<file path="src/rtl/tft_spi_tx_pkg.sv">
// ============================================================================
// Module  : tft_spi_tx_pkg
// Brief   : Shared state encoding, D/C constants and helpers for the TFT SPI TX
// Revision: 1.0 - initial release
// ============================================================================
`default_nettype none

package tft_spi_tx_pkg;

    typedef enum logic [2:0] {
        ST_IDLE = 3'd0,
        ST_LOW  = 3'd1,
        ST_HIGH = 3'd2,
        ST_HOLD = 3'd3,
        ST_GAP  = 3'd4
    } state_t;

    localparam logic c_TFT_DC_COMM = 1'b0;
    localparam logic c_TFT_DC_DATA = 1'b1;

    // Terminal count for an n-cycle phase; n==0 phases are never entered.
    function automatic logic [7:0] last_tick(input int n);
        return (n > 0) ? 8'(n - 1) : 8'd0;
    endfunction

endpackage

`default_nettype wire

</file>
<file path="src/rtl/tft_spi_div.sv">
// ============================================================================
// Module  : tft_spi_div
// Brief   : 8-bit phase counter; ticks on the last cycle of a phase, then wraps
// Revision: 1.0 - initial release
// ============================================================================
`default_nettype none

module tft_spi_div (
    input  logic       clk,
    input  logic       rst,
    input  logic       i_clr,
    input  logic       i_en,
    input  logic [7:0] i_last,
    output logic       o_tick
);

    logic [7:0] r_cnt;

    assign o_tick = (r_cnt == i_last);

    always_ff @(posedge clk) begin
        if (rst || i_clr) begin
            r_cnt <= 8'd0;
        end else if (i_en) begin
            r_cnt <= o_tick ? 8'd0 : r_cnt + 8'd1;
        end
    end

endmodule

`default_nettype wire

</file>
<file path="src/rtl/tft_spi_tx.sv">
// ============================================================================
// Module  : tft_spi_tx
// Brief   : Byte-level SPI mode-0 transmitter for the TFT panel, CS framed per byte
// Revision: 1.0 - initial release
// ============================================================================
`default_nettype none

module tft_spi_tx
    import tft_spi_tx_pkg::*;
#(
    parameter int CLK_DIV = 2,
    parameter int CS_GAP  = 2
) (
    input  logic       clk,
    input  logic       rst,
    input  logic       i_transmit,
    input  logic       i_dc,
    input  logic [7:0] i_data,
    output logic       o_busy,
    output logic       o_spi_sck,
    output logic       o_spi_mosi,
    output logic       o_spi_cs_n,
    output logic       o_spi_dc
);

    localparam logic [7:0] c_DIV_LAST = last_tick(CLK_DIV);
    localparam logic [7:0] c_GAP_LAST = last_tick(CS_GAP);

    state_t     r_state, w_state;
    logic [7:0] r_shreg, w_shreg;
    logic [2:0] r_bit_cnt, w_bit_cnt;
    logic       r_sck, w_sck;
    logic       r_mosi, w_mosi;
    logic       r_cs_n, w_cs_n;
    logic       r_dc, w_dc;
    logic       w_tick;
    logic [7:0] w_last;

    assign w_last = (r_state == ST_GAP) ? c_GAP_LAST : c_DIV_LAST;

    tft_spi_div u_div (
        .clk    (clk),
        .rst    (rst),
        .i_clr  (r_state == ST_IDLE),
        .i_en   (1'b1),
        .i_last (w_last),
        .o_tick (w_tick)
    );

    always_ff @(posedge clk) begin
        if (rst) begin
            r_state   <= ST_IDLE;
            r_shreg   <= 8'd0;
            r_bit_cnt <= 3'd0;
            r_sck     <= 1'b0;
            r_mosi    <= 1'b0;
            r_cs_n    <= 1'b1;
            r_dc      <= c_TFT_DC_COMM;
        end else begin
            r_state   <= w_state;
            r_shreg   <= w_shreg;
            r_bit_cnt <= w_bit_cnt;
            r_sck     <= w_sck;
            r_mosi    <= w_mosi;
            r_cs_n    <= w_cs_n;
            r_dc      <= w_dc;
        end
    end

    always_comb begin
        w_state   = r_state;
        w_shreg   = r_shreg;
        w_bit_cnt = r_bit_cnt;
        w_sck     = r_sck;
        w_mosi    = r_mosi;
        w_cs_n    = r_cs_n;
        w_dc      = r_dc;
        case (r_state)
            ST_IDLE: begin
                if (i_transmit) begin
                    w_shreg   = i_data;
                    w_dc      = i_dc;
                    w_cs_n    = 1'b0;
                    w_mosi    = i_data[7];
                    w_bit_cnt = 3'd7;
                    w_state   = ST_LOW;
                end
            end
            ST_LOW: begin
                if (w_tick) begin
                    w_sck   = 1'b1;
                    w_state = ST_HIGH;
                end
            end
            ST_HIGH: begin
                if (w_tick) begin
                    w_sck = 1'b0;
                    if (r_bit_cnt == 3'd0) begin
                        w_state = ST_HOLD;
                    end else begin
                        // Rotate rather than shift so every shreg bit stays live; MSB is next bit.
                        w_shreg   = {r_shreg[6:0], r_shreg[7]};
                        w_mosi    = r_shreg[6];
                        w_bit_cnt = r_bit_cnt - 3'd1;
                        w_state   = ST_LOW;
                    end
                end
            end
            ST_HOLD: begin
                if (w_tick) begin
                    w_cs_n  = 1'b1;
                    w_state = (CS_GAP > 0) ? ST_GAP : ST_IDLE;
                end
            end
            ST_GAP: begin
                if (w_tick) begin
                    w_state = ST_IDLE;
                end
            end
            default: begin
                w_state = ST_IDLE;
            end
        endcase
    end

    assign o_busy     = (r_state != ST_IDLE);
    assign o_spi_sck  = r_sck;
    assign o_spi_mosi = r_mosi;
    assign o_spi_cs_n = r_cs_n;
    assign o_spi_dc   = r_dc;

endmodule

`default_nettype wire

</file>
<file path="config.mk">
export PLATFORM = sky130hd
export DESIGN_NAME = tft_spi_tx
export DESIGN_NICKNAME = d
export VERILOG_FILES = /design/src/rtl/tft_spi_tx_pkg.sv /design/src/rtl/tft_spi_div.sv /design/src/rtl/tft_spi_tx.sv
export SDC_FILE = /design/constraint.sdc
export NUM_CORES = 1
export LEC_CHECK = 0
export CAP_MARGIN = 20
export CORE_MARGIN = 2
export CORE_UTILIZATION = 44
export CTS_BUF_LIST = sky130_fd_sc_hd__clkbuf_4
export CTS_CLUSTER_SIZE = 8
export DETAILED_ROUTE_END_ITERATION = 7
export PLACE_DENSITY = 0.65
export SLEW_MARGIN = 10
export SYNTH_ARGS = -nofsm -noshare
export SYNTH_HDL_FRONTEND = slang
export SYNTH_HIERARCHICAL = 1
export SYNTH_SLANG_ARGS = --single-unit
</file>
<file path="constraint.sdc">
create_clock -name clk -period 1.8 [get_ports clk]
set_input_delay 0.54 -clock clk [delete_from_list [all_inputs] [get_ports clk]]
set_output_delay 0.54 -clock clk [all_outputs]
set_load 0.05 [all_outputs]
</file>
==> results of run 1 <==
-- power breakdown --
| part | internal [mW] | leakage [nW] | total [mW] | switching, mW |
|---|---|---|---|---|
| clock | 0.0849 | 0.0139 | 0.260 | 0.175 |
| combinational | 0.117 | 0.397 | 0.234 | 0.117 |
| sequential | 0.581 | 0.207 | 0.606 | 0.0253 |
| total | 0.783 | 0.618 | 1.10 | 0.317 |
-- layer usage --
metal	track usage [%]	vias to the layer above	share of wire, %
li1	-	557	-
met1	22.4	517	47
met2	28.1	13	49
met3	5.04	2	2.7
met4	3.73	0	0.55
met5	0	-	0
-- sequential cells by signal, summed over array words and instances, names as in the netlist --
signal / cells
u_div/r_cnt: 8
o_spi_sck: 1
r_bit_cnt: 3
o_spi_dc: 1
r_shreg: 8
r_state: 3
o_spi_cs_n: 1
-- through the flow --
step | instance area, um^2 | utilization, % | power, mW
after floorplan | 1460 | - | 0.765
final | 1760 | 57.2 | 1.10
after global placement | 1720 | 55.8 | 0.846
after CTS | 1760 | 57.0 | 1.12
after global routing | 1760 | 57.2 | 1.17
after detailed placement | 1720 | 55.8 | 0.852
-- synth_stat cells, drive strengths merged, types with 3 or more instances --
master  instances  area (um^2)
xnor2          11         96.3
ha              3         37.5
nor2           12         45.0
nand4           5         31.3
xor2            4         35.0
a311oi          9         78.8
nand2           3         11.3
a211oi         10          120
clkbuf          3         21.3
inv             5         18.8
buf            10         86.3
a21oi           3         15.0
mux2i          10          100
dfxtp          25          500
-- final cells by class --
cell class	count	share of cell area, %
clock inverters	1	0.426
inverters	5	1.07
multi-input cells	104	47.6
well taps	44	3.13
flip-flops and latches	25	28.7
clock buffers	3	1.28
repair buffers	28	17.8
-- worst max-delay path by stage --
stage	slack (ns)	endpoint	from
after floorplan	0.15	o_spi_sck$_SDFFE_PP0P_	u_div/r_cnt[0]$_SDFFE_PP0P_
after global placement	-0.02	r_shreg[7]$_SDFFE_PP0P_	i_transmit
after detailed placement	-0.01	r_bit_cnt[2]$_SDFFE_PP0P_	i_transmit
after CTS	0.04	o_busy	r_state[2]$_SDFFE_PP0P_
after global routing	-0.01	r_state[0]$_SDFFE_PP0P_	u_div/r_cnt[6]$_SDFFE_PP0P_
final	0.08	o_busy	r_state[1]$_SDFFE_PP0P_
-- worst register-to-register path: stages, from the launching register on --
cell,delay [ns]
dfxtp_1,0.38
xnor2_1,0.18
nand4_1,0.15
nor2_2,0.22
buf_4,0.18
a211oi_1,0.07
a2111oi_0,0.31
-- what timing repair did --
item | in CTS | in global routing
setup endpoints to repair | 1 | 3
hold buffers | 0 | 0
resized for setup | 3 | 3
cloned | 0 | 0
-- cells by family after synthesis --
family,count (synthesis)
AO/OA/AOI/OAI,33
XOR/XNOR,15
buffers and inverters,18
AND/OR/NAND/NOR,34
adder cells (fa/ha/maj),3
multiplexers,10
flip-flops,25
other,2
==> metrics.md, run 1 <==
| Metric | Value |
|---|---|
| Synth Area in Compound Gates | `between 20% and 30%` |
| Maximum vdd ir drop | `432 uV` |
| CTS Buf Count | `3` |
| FF-to-FF path depth | `6` |
| Fin Setup TNS | `0 ns` |
| Post-Synth XOR/XNOR Area | `a little under a tenth` |
| CTS tree | `yes` |
| Clock sink total | `25` |
| Worst Hold Path EP | `r_bit_cnt[1]$_SDFFE_PP0P_` |
| CP cell instances | `nor3_2 -> inv_1 -> buf_12` |
| Gp weighted congestion | `roughly 0.76` |
| H-tree depth | `1` |
| PortBufs | `16` |
| Crit Path Class | `reg2out` |
| Clk_skew | `about 0.0024 ns` |
| Critical path depth in cells | `3` |
| Multi-input gate area | `between 800 and 900 um^2` |
| Commonest cells after routing, fill and taps aside | `dfxtp_1 (21), nor2_1 (11), clkdlybuf4s50_1 (11), buf_4 (11), xnor2_1 (11)` |
| Initial core utilization | `between 40% and 50%` |
| Vias in the first global route | `1072` |
| TritonRoute pass-1 iters | `4` |
| Placed cell count | `~210` |
| Layout cells sized above 1 | `about 24%` |
| P&R area growth vs syn | `23.0%` |
| Crit share post-route | `95.3%` |
| RR Startpoint | `u_div/r_cnt[5]$_SDFFE_PP0P_` |
| Place WS | `-0.0108 ns` |
| Final hold vios | `0` |
| R2R Path End | `r_state[0]$_SDFFE_PP0P_` |
| Power Density | `625 nW/um^2` |
| CP max stage delay | `around 0.41 ns` |
| Hold path startpoint | `r_bit_cnt[1]$_SDFFE_PP0P_` |
| CP delay by family, top | `flip-flops` |
| CTS Root Cell | `clkbuf_4` |
| Max cap viols | `0` |
| Hold depth | `1` |
| Final setup viols | `0` |
| Dpl hpwl | `approximately 2000 um` |
| CP startpoint kind | `flop` |
| Distinct cells, synth | `40` |
| Clk_lat worst skew | `approximately 0.32 ns` |
| Ys flop type | `dfxtp_1` |
| Leak | `roughly 0.62 nW` |
| Syn avg cell area | `10.2 um^2` |
| R2R Setup Slk | `approximately 0.22 ns` |
| First-pass GRT wire length | `between 4000 and 5000 um` |
| Max Slew Vio Count | `0` |
| Total length of routed wires | `roughly 2700 um` |
| CTS max path bufs | `2` |
| Buf+Inv Stages, Crit Path | `2` |
| Vias per cell | `about 5.2` |
| FF/Latch Area | `505 um^2` |
| Clock transition at path regs | `0.14 ns` |
| Synth warnings | `6` |
| Critical Path AT | `between 1 and 1.5 ns` |
| Largest net degree at the start of global routing | `21` |
| Total Nets Final | `182` |
| Hold slack | `between 0.5 and 0.6 ns` |
| Grt ovf | `0` |
| Mapped Area | `1430 um^2` |
| Post-CTS Setup Bufs | `0` |
| Async set-reset flop share out of synthesis | `0%` |
| Post-synth EDFFs | `0` |
| Fmax | `~0.6 GHz` |
| Largest family of logic cells by synthesized area | `compound AO/OA/AOI/OAI gates` |
| ANT nets after route | `0` |
| Synth Area in Adders | `2.62%` |
| Syn Inst Count | `140` |
| Total number of vias | `between 1000 and 1500` |
| Setup crit end kind | `output port` |
| Die W | `61.0 um` |
| Initial drt markers | `42` |
| Die area | `about 3700 um^2` |
| Finished Layout Cells | `210` |
| Antenna violations before repair | `0` |
| # diodes | `0` |
| Drt drc | `0` |
| Site row count | `20` |
| DR WL/cell | `~13 um` |
| Yosys reg bits | `25` |
| Part of the Yosys area used for sequential elements | `roughly a third` |
| Simple-gate portion of the synthesized area | `about 15%` |
| RSZ-0062 raised after global routing | `yes` |
| Commonest non-fill, non-tap cell in the layout | `dfxtp_1` |
| Max stage delay cell, worst path | `dfxtp_2` |
| Chip Height | `a little over 60 um` |
| Fin worst setup slack | `between 0.08 and 0.09 ns` |
| Core ar. | `between 3000 and 4000 um^2` |
| Gr usage total | `about 17%` |
| Mux cell area share after synthesis | `~7%` |
| Hold Path Class | `reg2reg` |
| Status | `finished, final reports clean` |
| Crit path required time | `1.26 ns` |
| Critical Path Fanout Max | `10` |
| Fillers | `290` |
| I/O Pins | `17` |
| Tmin final | `approximately 1.7 ns` |
Note: power is estimated with default switching activity, not from simulation.
==> inputs of run 2 (changes only) <==
CORE_ASPECT_RATIO = 1.75   (was unset)
==> run 2 against run 1 <==
Die area rose by 0.48%. Sequential power barely moved. Non-clock buffer count fell by 4. Clock skew barely moved. Wire length fell by 1.8%. Fmax rose by 0.46%. Cell area fell by 1.4%. Via count fell by 0.46%. Hold slack got worse by 0.015 ns. Sequential share of layout area rose by 0.49 points.
==> metrics.md, run 2 (synthesis gave the netlist of run 1 again) <==
| Metric | Value |
|---|---|
| Status | `finished, final reports clean` |
| Place WS | `-0.0225 ns (-0.0117 ns)` |
| Clk_skew | `0.00273 ns (+0.000376 ns)` |
| CTS max path bufs | `2 (unchanged)` |
| Fillers | `291 (+0.34%)` |
| CTS Buf Count | `3 (unchanged)` |
| CTS Root Cell | `clkbuf_4` |
| First-pass GRT wire length | `4500 um (-5.0%)` |
| Pwr Total | `1.10 mW (-0.40%)` |
| Hold Path Class | `reg2reg` |
| Max Slew Vio Count | `0 (unchanged)` |
| Maximum vdd ir drop | `332 uV (-23%)` |
| Hold slack | `0.488 ns (-0.0153 ns)` |
| ANT nets after route | `0 (unchanged)` |
| Die W | `47.1 um (-23%)` |
| # hold bufs at CTS | `0 (unchanged)` |
| Dpl hpwl | `2060 um (+2.4%)` |
| Grt ovf | `0 (unchanged)` |
| RSZ-0062 raised after global routing | `no` |
| PortBufs | `16 (unchanged)` |
| CTS tree | `yes` |
| Drt drc | `0 (unchanged)` |
| Clock sink total | `25 (unchanged)` |
| Fin worst setup slack | `0.0924 ns (+0.00790 ns)` |
| Leak | `0.602 nW (-2.6%)` |
| Initial core utilization | `45.6% (-0.94 points)` |
| GR Util met1 | `15.0% (-7.3 points)` |
| Die area | `3740 um^2 (+0.48%)` |
| Vias per cell | `5.29 (+2.0%)` |
| Final Core Density | `55.2% (-2.0 points)` |
| Vias in the first global route | `1122 (+4.7%)` |
| Chip Height | `79.5 um (+30%)` |
| Layout cells sized above 1 | `21.0% (-3.1 points)` |
| Clock transition at path regs | `0.13 ns (about the same)` |
| Crit Path Class | `reg2out` |
| Total Nets Final | `178 (-2.2%)` |
| Total number of vias | `1084 (-0.46%)` |
| GRT met2 Usage | `31.6% (+3.5 points)` |
| P&R area growth vs syn | `21.2%` |
| Critical Path Fanout Max | `9 (-1)` |
| Max cap viols | `0 (unchanged)` |
| Combinational power share | `21.1% (-0.2 points)` |
| Gp weighted congestion | `0.711 (-6.2%)` |
| Initial drt markers | `10 (-76%)` |
| Setup crit end kind | `output port` |
| Core ar. | `3140 um^2 (+2.1%)` |
| Post-CTS Setup Bufs | `0 (unchanged)` |
| Switching part of the total power | `27.3% (-1.5 points)` |
| Fmax | `0.586 GHz (+0.46%)` |
| Crit path required time | `1.26 ns (about the same)` |
| Critical Path AT | `1.17 ns (about the same)` |
| Final setup viols | `0 (unchanged)` |
| Met3 usage | `1.36% (-3.7 points)` |
| TritonRoute pass-1 iters | `4 (unchanged)` |
| Total length of routed wires | `2660 um (-1.8%)` |
| Fin Setup TNS | `0 ns (unchanged)` |
| Flop pwr share | `55.1% (about the same)` |
| Power Density | `632 nW/um^2 (+1.0%)` |
| CP startpoint kind | `flop` |
| Commonest non-fill, non-tap cell in the layout | `dfxtp_1` |
| DR WL/cell | `13.0 um (+0.59%)` |
| Psw | `300 uW (-5.6%)` |
| I/O Pins | `17 (unchanged)` |
| Grt peak-use layer | `met2` |
| Crit share post-route | `94.9% (-0.44 points)` |
| Gr usage total | `15.8% (-1.3 points)` |
| Final hold vios | `0 (unchanged)` |
| Regs by FF count | `r_shreg x8, u_div/r_cnt x8` |
| Site row count | `27 (+35%)` |
| Clk_lat worst skew | `0.31 ns (about the same)` |
| Commonest cells after routing, fill and taps aside | `dfxtp_1 (22), nor2_1 (12), clkdlybuf4s50_1 (11), xnor2_1 (11), mux2i_1 (10)` |
| # diodes | `0 (unchanged)` |
| H-tree depth | `1 (unchanged)` |
| Clock network power share | `23.8% (+0.2 points)` |
| Antenna violations before repair | `0 (unchanged)` |
| Largest net degree at the start of global routing | `22 (+4.8%)` |
| Tmin final | `1.71 ns (-0.00790 ns)` |
| Int Pwr | `797 uW (+1.7%)` |
run 2: layout make-up:
cell class / instances / area (um^2) / share of cell area, %
sequential: 25 / 507 / 29.2
inverter: 5 / 18.8 / 1.08
tap: 43 / 53.8 / 3.10
timing repair buffer: 24 / 283 / 16.3
multi-input combinational: 104 / 843 / 48.6
clock buffer: 4 / 30.0 / 1.73
run 2: power groups by stage:
stage | clock network [mW] | logic (mW) | registers [mW]
after floorplan | 0 | 0.135 | 0.629
after global placement | 0 | 0.225 | 0.615
after detailed placement | 0 | 0.231 | 0.617
after CTS | 0.279 | 0.233 | 0.606
after global routing | 0.292 | 0.252 | 0.608
final | 0.260 | 0.232 | 0.604
run 2: repair_timing:
item,CTS,global route
hold endpoints to repair,0,0
resized for setup,3,4
setup endpoints to repair,1,2
run 2: final timing paths:
check,start,cells after the start,slack (ns),to
max,r_state[2]$_SDFFE_PP0P_,3,0.09,o_busy
min,r_bit_cnt[1]$_SDFFE_PP0P_,1,0.49,r_bit_cnt[1]$_SDFFE_PP0P_
max reg2reg,u_div/r_cnt[2]$_SDFFE_PP0P_,6,0.18,r_state[0]$_SDFFE_PP0P_
min reg2reg,r_bit_cnt[1]$_SDFFE_PP0P_,1,0.49,r_bit_cnt[1]$_SDFFE_PP0P_
run 2: stage by stage:
step	instances	area (um^2)
after floorplan	147	1460
after global placement	201	1690
after detailed placement	201	1690
after CTS	205	1720
after global routing	205	1740
final	205	1740
run 2: critical path, cell delays in order, from the launching register on:
cell	delay, ns
dfxtp_4	0.41
nor3_4	0.20
inv_1	0.09
buf_12	0.15
run 2: routing by layer:
layer  share of wire (%)  routed length, um
met5                   0                  0
met1                  38               1010
met3                 2.8                 74
met2                  58               1550
met4                0.98                 26
==> inputs of run 3 (changes only) <==
==> constraint.sdc (replaced) <==
create_clock -name clk -period 1.8 [get_ports clk]
set_input_delay 0.27 -clock clk [delete_from_list [all_inputs] [get_ports clk]]
set_output_delay 0.27 -clock clk [all_outputs]
set_load 0.05 [all_outputs]
==> run 3 against run 2 <==
Flip-flop and latch count unchanged. Register-to-register slack worse by 0.05 ns. Highest routed layer unchanged. Clock power about the same. Core utilization down 2.3 points. Wire length up 0.11%. Cell area down 4.3%.
==> metrics.md, run 3 (synthesis gave the netlist of run 1 again) <==
| Metric | Value |
|---|---|
| Max cap viols | `0 (unchanged)` |
| Layout cells sized above 1 | `15.6% (-5.4 points)` |
| CP max stage delay | `0.80 ns (+0.39 ns)` |
| Critical Path AT | `1.46 ns (+0.29 ns)` |
| Drt drc | `0 (unchanged)` |
| Hold Path Class | `reg2reg` |
| Placed standard-cell area | `1620 um^2 (-4.0%)` |
| ANT nets after route | `0 (unchanged)` |
| Crit Path Class | `reg2out` |
| Initial core utilization | `45.6% (unchanged)` |
| Critical Path Fanout Max | `2 (-7)` |
| FF/Latch Area | `502 um^2 (-0.99%)` |
| Chip Height | `79.5 um (unchanged)` |
| Vias in the first global route | `1085 (-3.3%)` |
| Core ar. | `3140 um^2 (unchanged)` |
| Multi-input gate area | `831 um^2 (-1.5%)` |
| CTS tree | `yes` |
| Leak | `0.616 nW (+2.5%)` |
| Finished Layout Cells | `203 (-0.98%)` |
| Hold slack | `0.489 ns (+0.000625 ns)` |
| Fin worst setup slack | `0.0692 ns (-0.0232 ns)` |
| Max Slew Vio Count | `0 (unchanged)` |
| Maximum vdd ir drop | `404 uV (+22%)` |
| Status | `finished, final reports clean` |
| Crit path launch | `o_spi_cs_n$_SDFFE_PP1P_` |
| PortBufs | `16 (unchanged)` |
| # hold bufs at CTS | `0 (unchanged)` |
| Final hold vios | `0 (unchanged)` |
| Final Core Density | `52.9% (-2.3 points)` |
| CTS max path bufs | `2 (unchanged)` |
| H-tree depth | `1 (unchanged)` |
| Grt ovf | `0 (unchanged)` |
| Buf+Inv Stages, Crit Path | `1 (-1)` |
| DR WL/cell | `13.1 um (+1.1%)` |
| Antenna violations before repair | `0 (unchanged)` |
| Largest net degree at the start of global routing | `21 (-4.5%)` |
| Tmin final | `1.73 ns (+0.0232 ns)` |
| Die area | `3740 um^2 (unchanged)` |
| Total Nets Final | `176 (-1.1%)` |
| TritonRoute pass-1 iters | `4 (unchanged)` |
| Die W | `47.1 um (unchanged)` |
| Vias per cell | `5.20 (-1.7%)` |
| Dpl hpwl | `2040 um (-1.0%)` |
| Initial drt markers | `13 (+3)` |
| Commonest cells after routing, fill and taps aside | `dfxtp_1 (24), nor2_1 (12), clkdlybuf4s50_1 (12)` |
| Slew headroom | `65.9%` |
| Setup crit end kind | `output port` |
| RSZ-0062 raised after global routing | `no` |
| Hold path startpoint | `o_spi_sck$_SDFFE_PP0P_` |
| Final setup viols | `0 (unchanged)` |
| Clk_lat worst skew | `0.31 ns (about the same)` |
| CP startpoint kind | `flop` |
| RR Startpoint | `u_div/r_cnt[2]$_SDFFE_PP0P_` |
| Commonest non-fill, non-tap cell in the layout | `dfxtp_1` |
| Pwr Total | `1.08 mW (-1.9%)` |
| Total length of routed wires | `2670 um (+0.11%)` |
| Fillers | `302 (+3.8%)` |
| Crit path required time | `1.53 ns (+0.27 ns)` |
| First-pass GRT wire length | `4350 um (-3.2%)` |
| CTS Root Cell | `clkbuf_4` |
| Site row count | `27 (unchanged)` |
| Post-CTS sizing | `0 (-3)` |
| Clk_skew | `0.00369 ns (+0.000955 ns)` |
| Fin Setup TNS | `0 ns (unchanged)` |
| Placed cell count | `199 (-1.0%)` |
| Max stage delay cell, worst path | `clkdlybuf4s50_1` |
| Total number of vias | `1055 (-2.7%)` |
| Gr usage total | `15.4% (-0.36 points)` |
| Power Density | `647 nW/um^2 (+2.5%)` |
| Clock transition at path regs | `0.13 ns (about the same)` |
| Fmax | `0.578 GHz (-1.3%)` |
| Gp weighted congestion | `0.729 (+2.4%)` |
| P&R area growth vs syn | `16.1%` |
| Place WS | `0.127 ns (+0.150 ns)` |
| # diodes | `0 (unchanged)` |
| I/O Pins | `17 (unchanged)` |
| CP delay by family, top | `buffers and inverters` |
| Regs by FF count | `r_shreg x8, u_div/r_cnt x8` |
| CTS Buf Count | `3 (unchanged)` |
| CP cell instances | `clkdlybuf4s50_1` |
| Slew @ Worst Pin | `0.511 ns` |
| Crit share post-route | `96.2% (+1.3 points)` |
| Post-CTS Setup Bufs | `0 (unchanged)` |
| Design Area, Final | `1660 um^2 (-4.3%)` |
| Clock sink total | `25 (unchanged)` |
## run 3: cell types whose count changed in the layout (fill, tap and decap cells not counted), sizes merged
cell	before	now
clkdlybuf4s50	11	12
buf	13	7
dlymetal6s2s	0	3
## run 3: final timing paths
kind	end	slack (ns)	depth (start not counted)
setup / recovery	o_spi_cs_n	0.07	1
hold / removal	o_spi_sck$_SDFFE_PP0P_	0.49	2
setup reg to reg	r_shreg[5]$_SDFFE_PP0P_	0.13	6
hold reg to reg	o_spi_sck$_SDFFE_PP0P_	0.49	2
## run 3: metal layers
metal / up-vias / part of all wire [%] / routed length (um) / global-route usage [%]
met4: 0 / 1.5 / 41 / 5.56
met5: - / 0 / 0 / 0
met2: 18 / 56 / 1480 / 29.9
li1: 544 / - / - / -
met3: 4 / 3.3 / 87 / 2.26
met1: 489 / 40 / 1050 / 15.0
## run 3: cell type report
cell class,instances,area share [%]
Multi-Input combinational cell,104,50.0
Sequential cell,25,30.2
Timing Repair Buffer,22,13.6
Tap cell,43,3.24
Clock buffer,4,1.81
Inverter,5,1.13
## run 3: where the power goes
group	internal (mW)	switching, mW
Sequential	0.581	0.0214
Combinational	0.0982	0.114
Clock	0.101	0.160
Total	0.780	0.295
